[src/rtl/fp_cmp_resolve.sv]
// fp_cmp_resolve: 2-stage pipelined FP compare/min/max resolver (valid/ready in: op,a,b,cmp,tag; out: o,o_tag; sticky nvx with clr_nvx; ce gates all state)
module fp_cmp_resolve #(
  parameter int FPWID = 32
) (
  input  logic             clk,
  input  logic             rst,
  input  logic             ce,
  input  logic             i_valid,
  output logic             i_ready,
  input  logic [3:0]       op,
  input  logic [FPWID-1:0] a,
  input  logic [FPWID-1:0] b,
  input  logic [4:0]       cmp,
  input  logic [3:0]       tag,
  output logic             o_valid,
  input  logic             o_ready,
  output logic [FPWID-1:0] o,
  output logic [3:0]       o_tag,
  output logic             nvx,
  input  logic             clr_nvx
);
  localparam int EW = (FPWID == 64) ? 11 : (FPWID == 16) ? 5 : 8;
  localparam int FW = FPWID - 1 - EW;
  localparam logic [FPWID-1:0] QNAN = {1'b0, {EW{1'b1}}, 1'b1, {(FW-1){1'b0}}};
  logic             s1_valid_q, s1_valid_d;
  logic [3:0]       s1_op_q, s1_op_d;
  logic [FPWID-1:0] s1_a_q, s1_a_d, s1_b_q, s1_b_d;
  logic [4:0]       s1_cmp_q, s1_cmp_d;
  logic [3:0]       s1_tag_q, s1_tag_d;
  logic             o_valid_q, o_valid_d;
  logic [FPWID-1:0] o_q, o_d;
  logic [3:0]       o_tag_q, o_tag_d;
  logic             nvx_q, nvx_d;
  logic             adv, eq, lt, le, u, a_nan, b_nan, inv_op, bool_r;
  logic [7:0]       bool_vec;
  logic [FPWID-1:0] min_v, max_v, res;
  always_comb begin
    adv        = ce & (!o_valid_q | o_ready);
    i_ready    = ce & !rst & (!s1_valid_q | adv);
    s1_valid_d = i_ready ? i_valid : s1_valid_q;
    s1_op_d    = i_ready ? op : s1_op_q;
    s1_a_d     = i_ready ? a : s1_a_q;
    s1_b_d     = i_ready ? b : s1_b_q;
    s1_cmp_d   = i_ready ? cmp : s1_cmp_q;
    s1_tag_d   = i_ready ? tag : s1_tag_q;
    eq         = s1_cmp_q[0];
    lt         = s1_cmp_q[1];
    le         = s1_cmp_q[2];
    u          = s1_cmp_q[4];
    a_nan      = (&s1_a_q[FPWID-2 -: EW]) & (|s1_a_q[FW-1:0]);
    b_nan      = (&s1_b_q[FPWID-2 -: EW]) & (|s1_b_q[FW-1:0]);
    bool_vec   = {!u, u, !lt & !u, !lt & !eq & !u, le & !u, lt & !u, !(eq & !u), eq & !u};
    bool_r     = bool_vec[s1_op_q[2:0]];
    min_v      = (a_nan & b_nan) ? QNAN : a_nan ? s1_b_q : b_nan ? s1_a_q :
                 eq ? ((!s1_a_q[FPWID-1] & s1_b_q[FPWID-1]) ? s1_b_q : s1_a_q) :
                 lt ? s1_a_q : s1_b_q;
    max_v      = (a_nan & b_nan) ? QNAN : a_nan ? s1_b_q : b_nan ? s1_a_q :
                 eq ? ((s1_a_q[FPWID-1] & !s1_b_q[FPWID-1]) ? s1_b_q : s1_a_q) :
                 lt ? s1_b_q : s1_a_q;
    res        = !s1_op_q[3]      ? {{(FPWID-1){1'b0}}, bool_r} :
                 s1_op_q == 4'd8  ? min_v :
                 s1_op_q == 4'd9  ? max_v :
                 s1_op_q == 4'd10 ? {{(FPWID-5){1'b0}}, s1_cmp_q} : '0;
    inv_op     = (s1_op_q >= 4'd2 && s1_op_q <= 4'd5) || s1_op_q == 4'd8 || s1_op_q == 4'd9;
    o_valid_d  = adv ? s1_valid_q : o_valid_q;
    o_d        = (adv & s1_valid_q) ? res : o_q;
    o_tag_d    = (adv & s1_valid_q) ? s1_tag_q : o_tag_q;
    nvx_d      = (adv & s1_valid_q & inv_op & u) | (nvx_q & !clr_nvx);
  end
  always_ff @(posedge clk) begin
    if (rst) begin
      s1_valid_q <= 1'b0;
      o_valid_q  <= 1'b0;
      o_q        <= '0;
      o_tag_q    <= '0;
      nvx_q      <= 1'b0;
    end else begin
      s1_valid_q <= s1_valid_d;
      o_valid_q  <= o_valid_d;
      o_q        <= o_d;
      o_tag_q    <= o_tag_d;
      nvx_q      <= nvx_d;
    end
    s1_op_q  <= s1_op_d;
    s1_a_q   <= s1_a_d;
    s1_b_q   <= s1_b_d;
    s1_cmp_q <= s1_cmp_d;
    s1_tag_q <= s1_tag_d;
  end
  assign o_valid = o_valid_q;
  assign o       = o_q;
  assign o_tag   = o_tag_q;
  assign nvx     = nvx_q;
endmodule

[config.mk]
export PLATFORM = sky130hd
export DESIGN_NAME = fp_cmp_resolve
export DESIGN_NICKNAME = d
export VERILOG_FILES = /design/src/rtl/fp_cmp_resolve.sv
export SDC_FILE = /design/constraint.sdc
export NUM_CORES = 1
export LEC_CHECK = 0
export CAP_MARGIN = 20
export CORE_ASPECT_RATIO = 0.7
export CORE_UTILIZATION = 43
export CTS_CLUSTER_DIAMETER = 30
export DETAILED_ROUTE_END_ITERATION = 8
export PLACE_DENSITY = 0.8
export SYNTH_ARGS = -nofsm -noshare
export SYNTH_HDL_FRONTEND = slang
export SYNTH_SLANG_ARGS = --single-unit
export TNS_END_PERCENT = 100
[constraint.sdc]
create_clock -name clk -period 7.9 [get_ports clk]
set_input_delay 0.79 -clock clk [delete_from_list [all_inputs] [get_ports clk]]
set_output_delay 0.79 -clock clk [all_outputs]
set_load 0.01 [all_outputs]
* Word-level counts from Yosys, hierarchy flattened *
Index checks and enable logic that the tools add are counted.
W data, S select, Z words.

storage, ports and cells
  register bits = 116
  output and inout port bits = 39
  logic and storage cells = 72

operators by class
  $lt $le $gt $ge = 3
  equal/unequal tests = 3
  muxes and demuxes = 18
  bitwise logic cells = 21
  reductions and logical operators = 17

operators with widths
  kind                  count
  $mux W32              15
  $reduce_or A23 Y1     2
  $and A1 B1 Y1         18
  $reduce_and A8 Y1     2
  $eq A4 B4 Y1 const B  3
  $logic_not A1 Y1      10
  $mux W5               1
  $ge A4 B2 Y1 const B  1
  $le A4 B3 Y1 const B  1
  $lt A3 B4 Y1 const B  1
  $bmux W1 S3           1
  $or A1 B1 Y1          3
  $logic_or A1 B1 Y1    2
  $logic_and A1 B1 Y1   1
  $mux W1               1

* Depth between registers and ports, before layout *
Gate-level depths: netlist (run 1).

  depth after elaboration = 10
  gate-level depth with buffers = 8

* Worst setup path before layout (run 1) *
OpenSTA, ideal clock, no wires.

  kind = input-to-output
  start = in rst
  end = out i_ready
  arrival = 7.052 ns
  data required time = 7.110 ns
  slack = 0.058 ns
  stages on the path = 2
  buffers on the path = 1
  cells stage by stage = clkbuf_1 a311oi_1

between the ends
  word-level cells in the longest chain between the ends = 3

RTL lines
  element                     line  text
  from (decl)                 6     input logic rst,
  $logic_not A1 Y1            39    i_ready = ce & !rst & (!s1_valid_q | adv);
  $and A1 B1 Y1 (2 in a row)  39
  to (decl)                   9     output logic i_ready,

No other way between the ends.

* Worst setup path after layout (run 1) *
Same ends and word-level chain as after synthesis.

==> results of run 1 <==
==> synth_stat cells, drive strengths merged, types with 7 or more instances <==
cell | n | area (µm²)
nor4 | 10 | 62.6
o22ai | 9 | 56.3
nand2 | 53 | 199
dfxtp | 39 | 781
a21oi | 13 | 76.3
mux2i | 11 | 110
nand2b | 7 | 43.8
o21ai | 29 | 145
clkbuf | 12 | 45.0
nor2 | 13 | 51.3
a22oi | 14 | 105
edfxtp | 77 | 2310
==> through the flow <==
step	area [µm²]	utilization (%)	total power [mW]	std cells
floorplan	4540	-	0.762	358
global placement	5890	59.0	0.821	595
detailed placement	5890	59.0	0.826	595
CTS	6500	65.1	1.58	627
global route	6500	65.1	1.63	627
finish	6500	65.1	1.57	627
==> worst reg2reg max path, cell delays in order (launching register included) <==
cell and delay (ps):
edfxtp_1 400, nor4_1 530, nand4_1 190, o21ai_1 830, a211oi_2 380, a22oi_1 320
nand2_1 90
==> sequential cells by signal (all words and copies together), names as in the netlist <==
name	count
s1_cmp_q	5
o_tag	4
s1_tag_q	4
s1_valid_q	1
o	32
s1_a_q	32
s1_op_q	4
s1_b_q	32
o_valid	1
nvx	1
==> power breakdown <==
part,switching [mW],internal (mW)
Combinational,0.0477,0.0627
Sequential,0.0241,0.682
Clock,0.259,0.499
Total,0.331,1.24
==> path summary, 6_finish.rpt <==
| check | from | end | slack [ps] | cells after the start |
|---|---|---|---|---|
| setup / recovery | rst | i_ready | 4120 | 4 |
| hold / removal | o[9]$_SDFFE_PP0P_ | o[9]$_SDFFE_PP0P_ | 450 | 2 |
| setup reg to reg | s1_b_q[17]$_DFFE_PP_ | o[7]$_SDFFE_PP0P_ | 5040 | 6 |
| hold reg to reg | o[9]$_SDFFE_PP0P_ | o[9]$_SDFFE_PP0P_ | 450 | 2 |
==> final cells by class <==
class                      count  area share, %
multi-input combinational    220           21.1
timing repair buffer         125           19.1
sequential                   116           47.6
clock inverter                 5          0.520
inverter                       6          0.347
tap                          128           2.46
clock buffer                  27           8.88
==> cell families (layout without fill, tap and decap cells) <==
logic type | after synthesis | count (layout) | synth area share, %
xor+xnor | 4 | 4 | 0.771
simple gates | 113 | 113 | 12.7
compound gates | 90 | 90 | 13.4
fa+ha+maj | 1 | 1 | 0.220
mux | 12 | 12 | 2.67
buf+inv | 22 | 163 | 2.20
flops | 116 | 116 | 68.1
==> layer usage <==
layer	wire (µm)	up-vias	GRT usage, %
li1	-	1624	-
met1	5100	1631	29.3
met2	5010	178	32.8
met3	974	19	7.03
met4	209	0	9.42
met5	0	-	0
==> impl_metrics.prom, run 1 <==
# TYPE chip_impl_metric gauge
chip_impl_info{name="run_status",value="complete, but fails checks"} 1
chip_impl_info{name="violations_in_the_final_reports",value="DRC"} 1
chip_impl_metric{name="synth-warning-count",unit=""} 0
chip_impl_metric{name="setup_viol",unit=""} 0
chip_impl_metric{name="nFillCells",unit=""} 734
chip_impl_metric{name="gr-total-overflow",unit=""} 0
chip_impl_info{name="hp-class",value="flip-flop to flip-flop"} 1
chip_impl_metric{name="synth_area",unit="mm²"} 0.00454
chip_impl_info{name="crit_top_cell",value="clkdlybuf4s50_1"} 1
chip_impl_metric{name="dr.pass1.iters",unit=""} 7
chip_impl_metric{name="p_per_area",unit="mW/mm²"} 242
chip_impl_metric{name="crit_fanout",unit=""} 40
chip_impl_metric{name="worst_slew_margin_rel",unit="%"} 32.0
chip_impl_metric{name="synth_nets",unit=""} 441
chip_impl_metric{name="post_placement_worst_setup_slack",unit="ps"} 4130
chip_impl_info{name="path_delay_family",value="buffers and inverters"} 1
chip_impl_metric{name="post-route-period-util",unit="%"} 47.8
chip_impl_metric{name="report.final.slew_viol_count",unit=""} 0
chip_impl_info{name="root_buffer_master",value="clkbuf_16"} 1
chip_impl_metric{name="timing_worst_slew_pin_value",unit="ps"} 1010
chip_impl_info{name="grt_setup_unrepaired",value="no"} 1
chip_impl_metric{name="clock-skew-final",unit="ps"} 9.73
chip_impl_info{name="path_cells",value="clkdlybuf4s50_1, a311oi_4, buf_4, clkdlybuf4s50_1"} 1
chip_impl_metric{name="finalWeightedCongestion",unit=""} 0.800
chip_impl_metric{name="first_global_vias",unit=""} 3289
chip_impl_metric{name="areaGrowthSynthToFinish",unit="%"} 43.0
chip_impl_metric{name="port_bufs",unit=""} 121
chip_impl_metric{name="dr_wl_cell",unit="µm"} 18.0
chip_impl_metric{name="post_cts_buffers",unit=""} 0
chip_impl_metric{name="remaining_drc_errors",unit=""} 18
chip_impl_metric{name="syn_area_per_cell",unit="µm²"} 12.7
chip_impl_metric{name="initial_utilization",unit="%"} 45.5
chip_impl_metric{name="dieHeight",unit="µm"} 88
chip_impl_metric{name="final.hold.worst_slack",unit="ps"} 447
chip_impl_metric{name="worst-endpoint-required",unit="ps"} 7110
chip_impl_metric{name="synth_cells",unit=""} 358
chip_impl_metric{name="path_clk_slew",unit="ps"} 60
chip_impl_metric{name="fmaxAchievable",unit="MHz"} 265
chip_impl_metric{name="floorplan.core_area",unit="mm²"} 0.00998
chip_impl_info{name="critPathCaptureType",value="output pin"} 1
chip_impl_info{name="tritoncts",value="done"} 1
chip_impl_metric{name="routed-via-count",unit=""} 3452
chip_impl_metric{name="synthArstFlopShare",unit="%"} 0
chip_impl_metric{name="multi_input_area",unit="mm²"} 0.00137
chip_impl_metric{name="final.setup.worst_slack",unit="ps"} 4120
chip_impl_metric{name="detail_route.iter0.violations",unit=""} 375
chip_impl_metric{name="antennaDiodeCount",unit=""} 0
chip_impl_metric{name="synth_cell_types",unit=""} 54
chip_impl_metric{name="vias_per_cell",unit=""} 5.51
chip_impl_metric{name="timing.critical_path.buf_inv",unit=""} 3
chip_impl_info{name="worst_setup_path_start_kind",value="input port"} 1
chip_impl_metric{name="numClockSinks",unit=""} 116
chip_impl_metric{name="cts.repair.resized",unit=""} 0
chip_impl_metric{name="final.setup.tns",unit="ps"} 0
chip_impl_metric{name="fin_crit",unit="ps"} 3780
chip_impl_metric{name="ios",unit=""} 122
chip_impl_metric{name="grt_max_degree",unit=""} 41
chip_impl_metric{name="antenna_violations_before_repair",unit=""} 0
chip_impl_metric{name="critical-path-max-stage-delay",unit="ps"} 720
chip_impl_metric{name="die_w",unit="µm"} 125
chip_impl_metric{name="postCtsHoldBufs",unit=""} 0
chip_impl_metric{name="static-leakage-power",unit="nW"} 2.28
chip_impl_metric{name="ys_seq_area_share",unit="%"} 68.1
chip_impl_metric{name="ctsHtreeMaxLevel",unit=""} 4
chip_impl_metric{name="num_rows",unit=""} 30
chip_impl_metric{name="place_hpwl",unit="mm"} 8.00
chip_impl_metric{name="timing.max_cap.violations",unit=""} 0
chip_impl_metric{name="final-hold-violation-count",unit=""} 0
chip_impl_metric{name="finalNetCount",unit=""} 569
chip_impl_metric{name="groute.usage.overall",unit="%"} 21.8
chip_impl_metric{name="critPathArrivalTime",unit="ps"} 2990
chip_impl_metric{name="die_area",unit="mm²"} 0.0110
chip_impl_metric{name="clock_path_buffers",unit=""} 2
chip_impl_metric{name="grt_pass1_wl",unit="mm"} 17.5
chip_impl_metric{name="insertion_delay",unit="ps"} 410
chip_impl_info{name="most_common_cell_after_layout_fill_and_taps_aside",value="clkdlybuf4s50_1"} 1
chip_impl_metric{name="vdd_ir_drop_max",unit="mV"} 0.173
chip_impl_info{name="ys.flop_type",value="edfxtp_1"} 1
chip_impl_metric{name="number_of_cts_inserted_buffers",unit=""} 17
chip_impl_metric{name="route.antenna.remaining_nets",unit=""} 0
chip_impl_metric{name="final_layout_size_suffix_gt1_share",unit="%"} 8.82
chip_impl_metric{name="number_of_enable_type_register_cells_in_the_synthesized_netlist",unit=""} 77
chip_impl_info{name="crit_slowest_cell",value="clkdlybuf4s50_1"} 1
chip_impl_metric{name="number_of_storage_elements_in_the_synthesis_netlist",unit=""} 116
chip_impl_metric{name="area.sequential",unit="mm²"} 0.00309
chip_impl_info{name="mostFrequentLayoutCells",value="121 x clkdlybuf4s50_1, 77 x edfxtp_1, 53 x nand2_1"} 1
chip_impl_metric{name="totalWireLength",unit="mm"} 11.3
chip_impl_info{name="crit_path_category",value="input port to output pin"} 1
Note: power is estimated with default switching activity, not from simulation.
==> run 2, diff against run 1 <==
--- a/config.mk
+++ b/config.mk
@@ -7,10 +7,10 @@
 export LEC_CHECK = 0
 export CAP_MARGIN = 20
 export CORE_ASPECT_RATIO = 0.7
-export CORE_UTILIZATION = 43
+export CORE_UTILIZATION = 48
 export CTS_CLUSTER_DIAMETER = 30
 export DETAILED_ROUTE_END_ITERATION = 8
-export PLACE_DENSITY = 0.8
+export PLACE_DENSITY = 0.84
 export SYNTH_ARGS = -nofsm -noshare
 export SYNTH_HDL_FRONTEND = slang
 export SYNTH_SLANG_ARGS = --single-unit
==> constraint.sdc (replaced) <==
create_clock -name clk -period 3.8 [get_ports clk]
set_input_delay 0.38 -clock clk [delete_from_list [all_inputs] [get_ports clk]]
set_output_delay 0.38 -clock clk [all_outputs]
set_load 0.01 [all_outputs]
==> run 2 against run 1 <==
Against the previous run: critical path depth up 2; sequential share of layout area up 0.23 points; via count up 2.3%; setup slack worse by 3000 ps; clock-buffer cell count down 3; final area down 0.48%; clock skew down 1.0 ps; final cell count down 0.64%; the run now ends clean; first-iteration DRC count down 4.5%; combinational power up 110%; die area down 10%.
==> impl_metrics.prom, run 2 (synthesis gave the netlist of run 1 again) <==
# TYPE chip_impl_metric gauge
chip_impl_metric{name="first_global_vias",unit=""} 3423
chip_impl_metric{name="p_per_area",unit="mW/mm²"} 499
chip_impl_metric{name="detail_route.iter0.violations",unit=""} 358
chip_impl_metric{name="ios",unit=""} 122
chip_impl_info{name="root_buffer_master",value="clkbuf_16"} 1
chip_impl_info{name="path_delay_family",value="simple AND/OR/NAND/NOR gates"} 1
chip_impl_metric{name="place_hpwl",unit="mm"} 7.70
chip_impl_metric{name="num_rows",unit=""} 29
chip_impl_metric{name="timing_worst_slew_pin_value",unit="ps"} 948
chip_impl_metric{name="port_bufs",unit=""} 121
chip_impl_metric{name="route.antenna.remaining_nets",unit=""} 0
chip_impl_metric{name="postCtsHoldBufs",unit=""} 0
chip_impl_metric{name="timing.max_cap.violations",unit=""} 0
chip_impl_metric{name="cts.repair.resized",unit=""} 0
chip_impl_metric{name="final_layout_size_suffix_gt1_share",unit="%"} 8.62
chip_impl_metric{name="fin_crit",unit="ps"} 2660
chip_impl_info{name="worst_setup_path_start_kind",value="flip-flop"} 1
chip_impl_metric{name="worst-endpoint-required",unit="ps"} 4100
chip_impl_metric{name="areaGrowthSynthToFinish",unit="%"} 42.3
chip_impl_metric{name="critPathArrivalTime",unit="ps"} 2960
chip_impl_info{name="most_common_cell_after_layout_fill_and_taps_aside",value="clkdlybuf4s50_1"} 1
chip_impl_metric{name="gr-total-overflow",unit=""} 0
chip_impl_metric{name="routed-via-count",unit=""} 3533
chip_impl_metric{name="p_sw_share",unit="%"} 21.0
chip_impl_metric{name="p_switching",unit="mW"} 0.676
chip_impl_info{name="run_status",value="complete, no violations"} 1
chip_impl_metric{name="worst_slew_margin_rel",unit="%"} 36.8
chip_impl_metric{name="number_of_cts_inserted_buffers",unit=""} 17
chip_impl_info{name="startpoint_of_the_lowest_slack_hold_path",value="o[5]$_SDFFE_PP0P_"} 1
chip_impl_metric{name="post_cts_buffers",unit=""} 0
chip_impl_info{name="grt_setup_unrepaired",value="no"} 1
chip_impl_metric{name="fmaxAchievable",unit="MHz"} 376
chip_impl_metric{name="dr_wl_cell",unit="µm"} 17.8
chip_impl_metric{name="clock_path_buffers",unit=""} 2
chip_impl_metric{name="insertion_delay",unit="ps"} 410
chip_impl_metric{name="ctsHtreeMaxLevel",unit=""} 4
chip_impl_metric{name="post-route-period-util",unit="%"} 69.9
chip_impl_metric{name="path_clk_slew",unit="ps"} 50
chip_impl_metric{name="power.sequential.fraction",unit="%"} 45.6
chip_impl_metric{name="die_w",unit="µm"} 118
chip_impl_metric{name="grt_pass1_wl",unit="mm"} 17.5
chip_impl_metric{name="groute.usage.overall",unit="%"} 23.7
chip_impl_metric{name="combPwrFrac",unit="%"} 7.1
chip_impl_metric{name="vdd_ir_drop_max",unit="mV"} 0.385
chip_impl_info{name="path_cells",value="nor4b_2, xor2_1, o22a_1, nor2_1, nand3_1, a32o_1"} 1
chip_impl_info{name="crit-reg2reg-launch",value="s1_op_q[0]$_DFFE_PP_"} 1
chip_impl_metric{name="final.setup.worst_slack",unit="ps"} 1140
chip_impl_metric{name="critical-path-max-stage-delay",unit="ps"} 660
chip_impl_metric{name="static-leakage-power",unit="nW"} 2.26
chip_impl_metric{name="antennaDiodeCount",unit=""} 0
chip_impl_metric{name="initial_utilization",unit="%"} 49.9
chip_impl_metric{name="die_area",unit="mm²"} 0.00986
chip_impl_info{name="tritoncts",value="done"} 1
chip_impl_metric{name="dr.pass1.iters",unit=""} 5
chip_impl_metric{name="clock_power_share",unit="%"} 47.4
chip_impl_info{name="crit_path_category",value="flip-flop to flip-flop"} 1
chip_impl_info{name="hp-class",value="flip-flop to flip-flop"} 1
chip_impl_metric{name="report.final.slew_viol_count",unit=""} 0
chip_impl_metric{name="grt_max_degree",unit=""} 78
chip_impl_metric{name="clock-skew-final",unit="ps"} 8.70
chip_impl_metric{name="floorplan.core_area",unit="mm²"} 0.00911
chip_impl_metric{name="finalNetCount",unit=""} 569
chip_impl_metric{name="totalWireLength",unit="mm"} 11.1
chip_impl_metric{name="setup_viol",unit=""} 0
chip_impl_info{name="crit_slowest_cell",value="nor2_1"} 1
chip_impl_metric{name="crit_fanout",unit=""} 18
chip_impl_metric{name="final-hold-violation-count",unit=""} 0
chip_impl_metric{name="numClockSinks",unit=""} 116
chip_impl_metric{name="dieHeight",unit="µm"} 83.4
chip_impl_metric{name="remaining_drc_errors",unit=""} 0
chip_impl_metric{name="vias_per_cell",unit=""} 5.67
chip_impl_metric{name="final.setup.tns",unit="ps"} 0
chip_impl_metric{name="timing.critical_path.buf_inv",unit=""} 0
chip_impl_metric{name="post_placement_worst_setup_slack",unit="ps"} 991
chip_impl_metric{name="internal-power",unit="mW"} 2.55
chip_impl_info{name="mostFrequentLayoutCells",value="121 x clkdlybuf4s50_1, 77 x edfxtp_1, 53 x nand2_1"} 1
chip_impl_metric{name="antenna_violations_before_repair",unit=""} 0
chip_impl_metric{name="finalWeightedCongestion",unit=""} 0.818
chip_impl_info{name="timing.critical_path.from",value="s1_op_q[0]$_DFFE_PP_"} 1
chip_impl_info{name="critPathCaptureType",value="flip-flop"} 1
[run 2: changes by cell type in the layout (fill, tap and decap cells not counted)]
cell        change
bufinv_16       +1
clkbuf_16       -2
clkbuf_8        -1
clkinv_1        +1
clkinv_2        +1
clkinv_4        -1
clkinvlp_4      +1
[run 2: worst register-to-register path, stage by stage (launching register included)]
cell and delay, ps:
edfxtp_1 630, nor4b_2 390, xor2_1 140, o22a_1 300, nor2_1 660, nand3_1 160
a32o_1 280
[run 2: worst paths after layout]
kind | slack (ps) | cells past startpoint | end
max | 1140 | 6 | o[22]$_SDFFE_PP0P_
min reg2reg | 450 | 2 | o[5]$_SDFFE_PP0P_
min | 450 | 2 | o[5]$_SDFFE_PP0P_
max reg2reg | 1140 | 6 | o[22]$_SDFFE_PP0P_
[run 2: power groups by stage]
stage                     combinational [mW]  sequential [mW]  clock (mW)
after floorplan                        0.107             1.47           0
after CTS                              0.227             1.47        1.54
after detailed placement               0.225             1.49           0
after global routing                   0.245             1.48        1.59
after global placement                 0.219             1.49           0
final                                  0.228             1.47        1.53
[run 2: per-layer routing]
| metal | part of all wire [%] | up-vias | global-route usage [%] |
|---|---|---|---|
| met1 | 44 | 1668 | 33.2 |
| met5 | 0 | - | 0 |
| met3 | 11 | 14 | 8.10 |
| met2 | 44 | 228 | 34.2 |
| met4 | 1.2 | 0 | 8.04 |
| li1 | - | 1623 | - |
[run 2: final cells by class]
class / instances / area, µm²
sequential: 116 / 3090
fill: 645 / 2640
multi-input combinational: 220 / 1370
timing repair buffer: 125 / 1240
clock buffer: 24 / 513
tap: 124 / 155
clock inverter: 8 / 71.3
inverter: 6 / 22.5
[run 2: stage by stage]
| step | power, mW | utilization, % | cell area (µm²) | hold slack (ps) | cells |
|---|---|---|---|---|---|
| 3_5_place_dp | 1.72 | 64.6 | 5880 | 438 | 591 |
| 4_1_cts | 3.23 | 71.0 | 6470 | 445 | 623 |
| 2_1_floorplan | 1.58 | - | 4560 | 463 | 358 |
| 3_3_place_gp | 1.71 | 64.6 | 5880 | 437 | 591 |
| 5_1_grt | 3.31 | 71.0 | 6470 | 460 | 623 |
| 6_report | 3.22 | 71.0 | 6470 | 452 | 623 |
==> run 3, diff against run 2 <==
==> constraint.sdc (replaced) <==
create_clock -name clk -period 2.7 [get_ports clk]
set_input_delay 0.27 -clock clk [delete_from_list [all_inputs] [get_ports clk]]
set_output_delay 0.27 -clock clk [all_outputs]
set_load 0.01 [all_outputs]
==> run 3 against run 2 <==
Against the previous run: critical path depth rose by 1; non-clock buffer count rose by 6; final area is 1.3% higher; total power up 45%; first-iteration DRC count down 6.1%; sequential cell count did not move; register-to-register slack lost 930 ps; global-route usage up 0.41 points; fmax up 7.0%; sequential power rose by 40%; critical path type unchanged.
==> impl_metrics.prom, run 3 (synthesis gave the netlist of run 1 again) <==
# TYPE chip_impl_metric gauge
chip_impl_metric{name="finalNetCount",unit=""} 575
chip_impl_info{name="startpoint_of_the_lowest_slack_hold_path",value="b[8]"} 1
chip_impl_metric{name="areaGrowthSynthToFinish",unit="%"} 44.1
chip_impl_metric{name="critical-path-max-stage-delay",unit="ps"} 520
chip_impl_metric{name="dr_wl_cell",unit="µm"} 18.0
chip_impl_metric{name="post_cts_buffers",unit=""} 0
chip_impl_metric{name="ctsHtreeMaxLevel",unit=""} 4
chip_impl_metric{name="post-route-period-util",unit="%"} 91.9
chip_impl_metric{name="ios",unit=""} 122
chip_impl_metric{name="antennaDiodeCount",unit=""} 0
chip_impl_info{name="path_cells",value="nor4_1, nand4_1, o21ai_1, buf_4, nand2_1, a211oi_1, a31o_1"} 1
chip_impl_metric{name="ff_to_ff_path_depth",unit=""} 7
chip_impl_metric{name="finish.instance_area",unit="mm²"} 0.00655
chip_impl_metric{name="insertion_delay",unit="ps"} 410
chip_impl_metric{name="port_bufs",unit=""} 121
chip_impl_metric{name="final-hold-violation-count",unit=""} 0
chip_impl_metric{name="report.final.slew_viol_count",unit=""} 0
chip_impl_metric{name="clock-skew-final",unit="ps"} 6.31
chip_impl_metric{name="totalWireLength",unit="mm"} 11.3
chip_impl_info{name="path_delay_family",value="compound AO/OA/AOI/OAI gates"} 1
chip_impl_metric{name="p_sw_share",unit="%"} 20.2
chip_impl_metric{name="cts.repair.resized",unit=""} 0
chip_impl_metric{name="dieHeight",unit="µm"} 83.4
chip_impl_info{name="worst_setup_path_start_kind",value="flip-flop"} 1
chip_impl_metric{name="setup.reg_to_reg.worst_slack",unit="ps"} 220
chip_impl_info{name="hp-class",value="input port to flip-flop"} 1
chip_impl_metric{name="routed-via-count",unit=""} 3568
chip_impl_metric{name="setup_viol",unit=""} 0
chip_impl_metric{name="crit_fanout",unit=""} 8
chip_impl_info{name="crit-reg2reg-launch",value="s1_b_q[17]$_DFFE_PP_"} 1
chip_impl_metric{name="worst_slew_margin_rel",unit="%"} 61.8
chip_impl_info{name="crit_slowest_cell",value="nor4_1"} 1
chip_impl_metric{name="combPwrFrac",unit="%"} 7.2
chip_impl_metric{name="p_switching",unit="mW"} 0.943
chip_impl_metric{name="first_global_vias",unit=""} 3480
chip_impl_metric{name="power.sequential.fraction",unit="%"} 44.1
chip_impl_metric{name="die_area",unit="mm²"} 0.00986
chip_impl_metric{name="vias_per_cell",unit=""} 5.67
chip_impl_info{name="mostFrequentLayoutCells",value="121 x clkdlybuf4s50_1, 77 x edfxtp_1, 53 x nand2_1"} 1
chip_impl_metric{name="finalWeightedCongestion",unit=""} 0.845
chip_impl_metric{name="worstSetupPathDepth",unit=""} 7
chip_impl_metric{name="initial_utilization",unit="%"} 49.9
chip_impl_metric{name="grt_max_degree",unit=""} 78
chip_impl_info{name="critPathCaptureType",value="flip-flop"} 1
chip_impl_metric{name="timing.max_cap.violations",unit=""} 0
chip_impl_info{name="tritoncts",value="done"} 1
chip_impl_metric{name="fmaxAchievable",unit="MHz"} 403
chip_impl_info{name="root_buffer_master",value="clkbuf_16"} 1
chip_impl_info{name="crit_path_category",value="flip-flop to flip-flop"} 1
chip_impl_metric{name="route.antenna.remaining_nets",unit=""} 0
chip_impl_info{name="timing.critical_path.from",value="s1_b_q[17]$_DFFE_PP_"} 1
chip_impl_metric{name="dr.pass1.iters",unit=""} 5
chip_impl_metric{name="final_layout_size_suffix_gt1_share",unit="%"} 9.50
chip_impl_metric{name="antenna_violations_before_repair",unit=""} 0
chip_impl_metric{name="floorplan.core_area",unit="mm²"} 0.00911
chip_impl_metric{name="grt_pass1_wl",unit="mm"} 17.8
chip_impl_metric{name="placedInstanceArea",unit="mm²"} 0.00594
chip_impl_info{name="grt_setup_unrepaired",value="no"} 1
chip_impl_metric{name="timing.critical_path.buf_inv",unit=""} 1
chip_impl_metric{name="groute.usage.overall",unit="%"} 24.1
chip_impl_metric{name="static-leakage-power",unit="nW"} 2.31
chip_impl_metric{name="fin_crit",unit="ps"} 2480
chip_impl_metric{name="critPathArrivalTime",unit="ps"} 2830
chip_impl_metric{name="postCtsHoldBufs",unit=""} 0
chip_impl_metric{name="worst-endpoint-required",unit="ps"} 3040
chip_impl_metric{name="place_hpwl",unit="mm"} 8.03
chip_impl_metric{name="num_rows",unit=""} 29
chip_impl_metric{name="path_clk_slew",unit="ps"} 50
chip_impl_metric{name="vdd_ir_drop_max",unit="mV"} 0.436
chip_impl_metric{name="detail_route.iter0.violations",unit=""} 336
chip_impl_metric{name="hold_path_depth",unit=""} 1
chip_impl_metric{name="number_of_cts_inserted_buffers",unit=""} 17
chip_impl_metric{name="die_w",unit="µm"} 118
chip_impl_metric{name="numClockSinks",unit=""} 116
chip_impl_metric{name="timing_worst_slew_pin_value",unit="ps"} 572
chip_impl_info{name="run_status",value="complete, no violations"} 1
chip_impl_metric{name="clock_power_share",unit="%"} 48.6
chip_impl_metric{name="gr-total-overflow",unit=""} 0
chip_impl_metric{name="p_per_area",unit="mW/mm²"} 714
chip_impl_metric{name="clock_path_buffers",unit=""} 2
chip_impl_metric{name="remaining_drc_errors",unit=""} 0
chip_impl_metric{name="internal-power",unit="mW"} 3.73
chip_impl_info{name="most_common_cell_after_layout_fill_and_taps_aside",value="clkdlybuf4s50_1"} 1
chip_impl_metric{name="total_power",unit="mW"} 4.67
==> run 3: changes by cell type in the layout (fill, tap and decap cells not counted) <==
cell        delta
clkbuf_1       -1
nor2_1         -1
nor2_2         +1
buf_4          +5
buf_12         +1
clkinv_1       +3
clkinvlp_4     -2
bufinv_16      +3
clkbuf_16      -1
clkinv_2       +1
clkbuf_8       -3
==> run 3: path summary, 6_finish.rpt <==
path	to
setup / recovery	o[0]$_SDFFE_PP0P_
hold / removal	s1_b_q[8]$_DFFE_PP_
setup reg to reg	o[0]$_SDFFE_PP0P_
hold reg to reg	o[12]$_SDFFE_PP0P_
==> run 3: worst reg2reg max path, stage by stage, from the launching register on <==
cell	delay, ps
edfxtp_1	400
nor4_1	520
nand4_1	200
o21ai_1	500
buf_4	270
nand2_1	60
a211oi_1	280
a31o_1	200
==> run 3: power groups by stage <==
stage                     clock (mW)  combinational [mW]  sequential, mW
after global routing            2.36               0.363            2.07
after floorplan                    0               0.154            2.07
final                           2.27               0.338            2.06
after detailed placement           0               0.332            2.09
after global placement             0               0.322            2.09
after CTS                       2.29               0.336            2.06
==> run 3: stage by stage <==
step	hold slack (ps)	std cells	setup TNS [ps]	util (%)	setup slack [ps]
final	415	629	0	71.9	218
after global routing	405	629	0	71.9	150
after CTS	407	629	0	71.9	138
after detailed placement	433	597	0	65.2	179
after global placement	435	597	0	65.2	309
after floorplan	369	358	-30130	-	-389
==> run 3: area by class of cell <==
cell class              count  area (µm²)
well taps                 124         155
flip-flops and latches    116        3090
fillers                   632        2560
clock inverters            13         163
multi-input cells         220        1370
inverters                   6        22.5
clock buffers              19         443
repair buffers            131        1300
==> run 3: metal layers <==
metal / global-route usage [%] / wire length, µm
met1: 32.1 / 4910
met4: 9.91 / 172
met2: 36.7 / 5150
met3: 7.35 / 1090
met5: 0 / 0
